[src/rtl/sync_fifo_param.sv]
// Parametrised single-clock FIFO with standard or first-word-fall-through read,
// occupancy count, threshold flags and overflow/underflow error pulses.
module sync_fifo_param #(
  parameter int DATA_W   = 8,
  parameter int DEPTH    = 8,
  parameter bit FWFT     = 1'b0,
  parameter int AF_LEVEL = DEPTH - 1,
  parameter int AE_LEVEL = 1
) (
  input  logic                    clk,
  input  logic                    srst,
  input  logic [DATA_W-1:0]       din,
  input  logic                    wr_en,
  input  logic                    rd_en,
  output logic [DATA_W-1:0]       dout,
  output logic                    valid,
  output logic                    empty,
  output logic                    full,
  output logic                    almost_full,
  output logic                    almost_empty,
  output logic [$clog2(DEPTH):0]  data_count,
  output logic                    overflow,
  output logic                    underflow
);

  localparam int AW = $clog2(DEPTH);
  localparam int CW = AW + 1;

  localparam logic [CW-1:0] CNT_FULL = CW'(DEPTH);
  localparam logic [CW-1:0] CNT_AF   = CW'(AF_LEVEL);
  localparam logic [CW-1:0] CNT_AE   = CW'(AE_LEVEL);
  localparam logic [CW-1:0] CNT_ONE  = CW'(1);

  logic [DATA_W-1:0] mem [DEPTH];
  logic [AW-1:0]     wr_ptr;
  logic [AW-1:0]     rd_ptr;
  logic [CW-1:0]     cnt_nxt;
  logic              wr_acc;
  logic              rd_acc;
  logic              head_mem;
  logic              head_din;
  logic              mem_wr;
  logic              mem_rd;
  logic              rd_valid;

  // In FWFT mode the count includes the head word held in dout,
  // so memory holds data_count-1 words while the head is loaded.
  always_comb begin
    wr_acc   = wr_en && !full;
    rd_acc   = rd_en && !empty;
    head_mem = 1'b0;
    head_din = 1'b0;
    if (FWFT) begin
      head_mem = rd_acc && (data_count > CNT_ONE);
      head_din = wr_acc &&
                 (empty || (rd_acc && data_count == CNT_ONE));
    end
    mem_rd  = FWFT ? head_mem : rd_acc;
    mem_wr  = wr_acc && !head_din;
    cnt_nxt = data_count;
    case ({wr_acc, rd_acc})
      2'b10:   cnt_nxt = data_count + CNT_ONE;
      2'b01:   cnt_nxt = data_count - CNT_ONE;
      default: cnt_nxt = data_count;
    endcase
  end

  always_ff @(posedge clk) begin
    if (mem_wr)
      mem[wr_ptr] <= din;
  end

  always_ff @(posedge clk) begin
    if (srst) begin
      wr_ptr       <= '0;
      rd_ptr       <= '0;
      data_count   <= '0;
      dout         <= '0;
      rd_valid     <= 1'b0;
      empty        <= 1'b1;
      full         <= 1'b0;
      almost_empty <= 1'b1;
      almost_full  <= 1'b0;
      overflow     <= 1'b0;
      underflow    <= 1'b0;
    end else begin
      if (mem_wr)
        wr_ptr <= wr_ptr + AW'(1);
      if (mem_rd)
        rd_ptr <= rd_ptr + AW'(1);
      data_count   <= cnt_nxt;
      empty        <= (cnt_nxt == '0);
      full         <= (cnt_nxt == CNT_FULL);
      almost_full  <= (cnt_nxt >= CNT_AF);
      almost_empty <= (cnt_nxt <= CNT_AE);
      overflow     <= wr_en && full;
      underflow    <= rd_en && empty;
      rd_valid     <= rd_acc;
      if (mem_rd)
        dout <= mem[rd_ptr];
      else if (head_din)
        dout <= din;
    end
  end

  assign valid = FWFT ? !empty : rd_valid;

endmodule

[config.mk]
export PLATFORM = sky130hd
export DESIGN_NAME = sync_fifo_param
export DESIGN_NICKNAME = d
export VERILOG_FILES = /design/src/rtl/sync_fifo_param.sv
export SDC_FILE = /design/constraint.sdc
export NUM_CORES = 1
export LEC_CHECK = 0
export ABC_CLOCK_PERIOD_IN_PS = 3650
export BUFFER_PORTS_ARGS = -buffer_cell sky130_fd_sc_hd__buf_2
export CAP_MARGIN = 30
export CORE_MARGIN = 10
export CORE_UTILIZATION = 40
export CTS_CLUSTER_SIZE = 25
export DETAILED_ROUTE_END_ITERATION = 10
export GPL_ROUTABILITY_DRIVEN = 0
export HOLD_SLACK_MARGIN = 0.05
export REMOVE_ABC_BUFFERS = 1
export SETUP_SLACK_MARGIN = 0.5
export SLEW_MARGIN = 20
export SYNTH_ARGS = -nofsm -noshare
export SYNTH_HDL_FRONTEND = slang
export SYNTH_SLANG_ARGS = --single-unit
export TNS_END_PERCENT = 1
[constraint.sdc]
create_clock -name clk -period 3.65 [get_ports clk]
set_input_delay 0 -clock clk [delete_from_list [all_inputs] [get_ports clk]]
set_output_delay 0 -clock clk [all_outputs]
set_load 0.01 [all_outputs]
==> out/metrics.yaml <==
status:
  status: "complete, no violations"
global_routing:
  grt_pass1_wl_mm: 10.6
  grt_start_max_net_pins: 25
  grt_overflow: 0
  grtUsageTotal_pct: 10.6
  grt_pass1_vias: 2027
  antenna_found_initial: 0
route:
  vias_per_cell: 5.09
  ant_nets: 0
  dr.pass1.iters: 4
  drt_iter0_markers: 89
  wire_per_inst_um: 17.0
  vias: 1940
  drc_errors: 0
  wl_mm: 6.48
worst_hold_path:
  whs_path_depth: 4
  hold_start: "rd_en"
  whs_endpoint: "underflow"
  hold_class: "primary input to flip-flop"
critical_path:
  arrival_ps: 2970
  cp-start-kind: "flip-flop"
  r2r-end: "almost_empty"
  rrSetupSlack_ps: 930
  rr_startpoint: "empty"
  critical_path_class: "flip-flop to flip-flop"
  r2r_cells: 10
  crit_fanout: 24
  required_ps: 3900
  endpoint_kind: "flip-flop"
sta:
  worstMarginPinSlew_ps: 914
  min_period_ps: 2720
  setup-tns-final_ps: 0
  fmax_mhz: 368
  slew_headroom_pct: 38.8
  hold_viol: 0
  skew_ps: 8.63
  setup_viol: 0
  holdWs_ps: 437
  rsz0062_at_grt: "no"
  worst_slack_ps: 931
  post-route-period-util_pct: 74.5
  maxSlewViolCount: 0
layout:
  areaGrowthSynthToFinish_pct: 16.3
  drive_gt1_share_pct: 27.5
  diodes: 0
  final_nets: 284
  final_area_um2: 4100
  finish.utilization_pct: 47.4
  stdcell_count: 381
placed_design:
  placed_area_um2: 3800
  placedCellCount: 353
  dpl_worst_slack_ps: 911
  portBuffers: 30
  hpwl_mm: 4.17
power:
  power_density_nw_per_um2: 577
  p_leak_nw: 1.42
  power_mw: 2.36
  ir_drop_mv: 0.212
clocking:
  clk_path_buf_depth: 2
  insertion_delay_ps: 350
  h-tree-depth: 3
  cts_tree: "yes"
  cts_buffers: 9
  clk_transition_reported_paths_ps: 90
  clock-sinks: 89
  cts_root_buffer: "clkbuf_8"
floorplan:
  dieHeight_um: 114
  core-area_um2: 8640
  io_pins: 31
  die-area_um2: 13000
  num_rows: 34
  die_w_um: 114
  start_util_pct: 40.8
yosys:
  yosys.area.top_type_share_pct: 54.6
  ys_warn_count: 0
  synth-edff-count: 64
  synth_ff_type: "edfxtp_1"
  synth-seq-cells: 89
  avgSynthCellArea_um2: 15.8
  synth.distinct_cells: 37
  synth_top_cell_by_area: "edfxtp_1"
  async_flop_share_pct: 0
  synth_area_leaders: "edfxtp_1, dfxtp_1, mux4_2"
  syn-cell-area_um2: 3520
  yosysSeqAreaShare_pct: 68.8
  synthCells: 223
flow_run:
  cap_violations: 0
synthesized netlist by cell type, types with 3 or more instances:
master    count
edfxtp_1     64
dfxtp_1      25
nor2_1       25
mux4_2       16
nand2_1      14
mux2i_1       9
a211oi_1      8
a21oi_1       7
nor3_1        7
nand2b_1      6
clkbuf_1      4
ha_1          4
inv_1         3
xnor2_1       3
layout by cell type, fill, tap and decap left out, types with 4 or more instances in the layout:
| master | n |
|---|---|
| mux2i_1 | 9 |
| dfxtp_1 | 25 |
| nand2_1 | 14 |
| a21oi_1 | 7 |
| nand2b_1 | 6 |
| dlygate4sd3_1 | 12 |
| buf_2 | 30 |
| clkbuf_8 | 9 |
| edfxtp_1 | 64 |
| nor2_1 | 25 |
| mux4_2 | 16 |
| a211oi_1 | 8 |
| ha_1 | 4 |
| nor3_2 | 4 |
routing by layer:
| metal | global-route usage [%] | vias to the layer above | wire length (um) |
|---|---|---|---|
| met2 | 16.5 | 36 | 3050 |
| met5 | 0 | - | 0 |
| met3 | 3.25 | 12 | 332 |
| li1 | - | 942 | - |
| met1 | 13.3 | 950 | 2980 |
| met4 | 4.85 | 0 | 110 |
sequential cells by signal, summed over array words and instances (netlist names), 3 cells and up:
register	count
dout	8
wr_ptr	3
rd_ptr	3
mem	64
data_count	4
area by class of cell:
cell class              instances  area [um2]
multi-input cells             120        1050
well taps                     108         135
fillers                       750        4540
inverters                       4        20.0
clock buffers                   9         124
repair buffers                 44         285
clock inverters                 7        55.1
flip-flops and latches         89        2420
power by group:
group | total [mW] | internal [mW] | switching [mW]
clock network | 0.613 | 0.254 | 0.359
registers | 1.24 | 1.17 | 0.0653
logic | 0.513 | 0.243 | 0.269
total | 2.36 | 1.67 | 0.694
cells by family after synthesis:
logic type	count (synthesis)	share of synthesized area, %
AOI/OAI and AO/OA	23	4.72
DFF	89	68.8
muxes	27	13.5
and+or+nand+nor	61	8.28
adders and majority gates	4	1.42
xor gates and xnor gates	5	1.24
buffers and inverters	14	2.02
critical path, cell delays in order (launching register included):
cell and delay (ps):
dfxtp_1 330, nand2b_1 210, inv_1 560, nand2_1 140, xnor2_1 170, ha_1 160
a21oi_1 50, a21boi_1 170, or4_1 530, a31oi_1 230, nor2_1 70
what timing repair did:
item                                   4_1_cts  5_1_grt
resized for setup                            0        0
setup buffers                                0        0
hold buffers                                12        0
endpoints found under the hold margin       69        0
worst max path at each step:
| stage | cells after the start | end | start | slack, ps |
|---|---|---|---|---|
| CTS | 10 | almost_empty | empty | 900 |
| finish | 10 | almost_empty | empty | 930 |
| detailed placement | 10 | almost_empty | empty | 910 |
| global placement | 10 | almost_empty | empty | 990 |
| floorplan | 10 | almost_empty | empty | 1210 |
| global route | 10 | almost_empty | empty | 590 |
No activity file was read; power rests on OpenSTA's default activity.
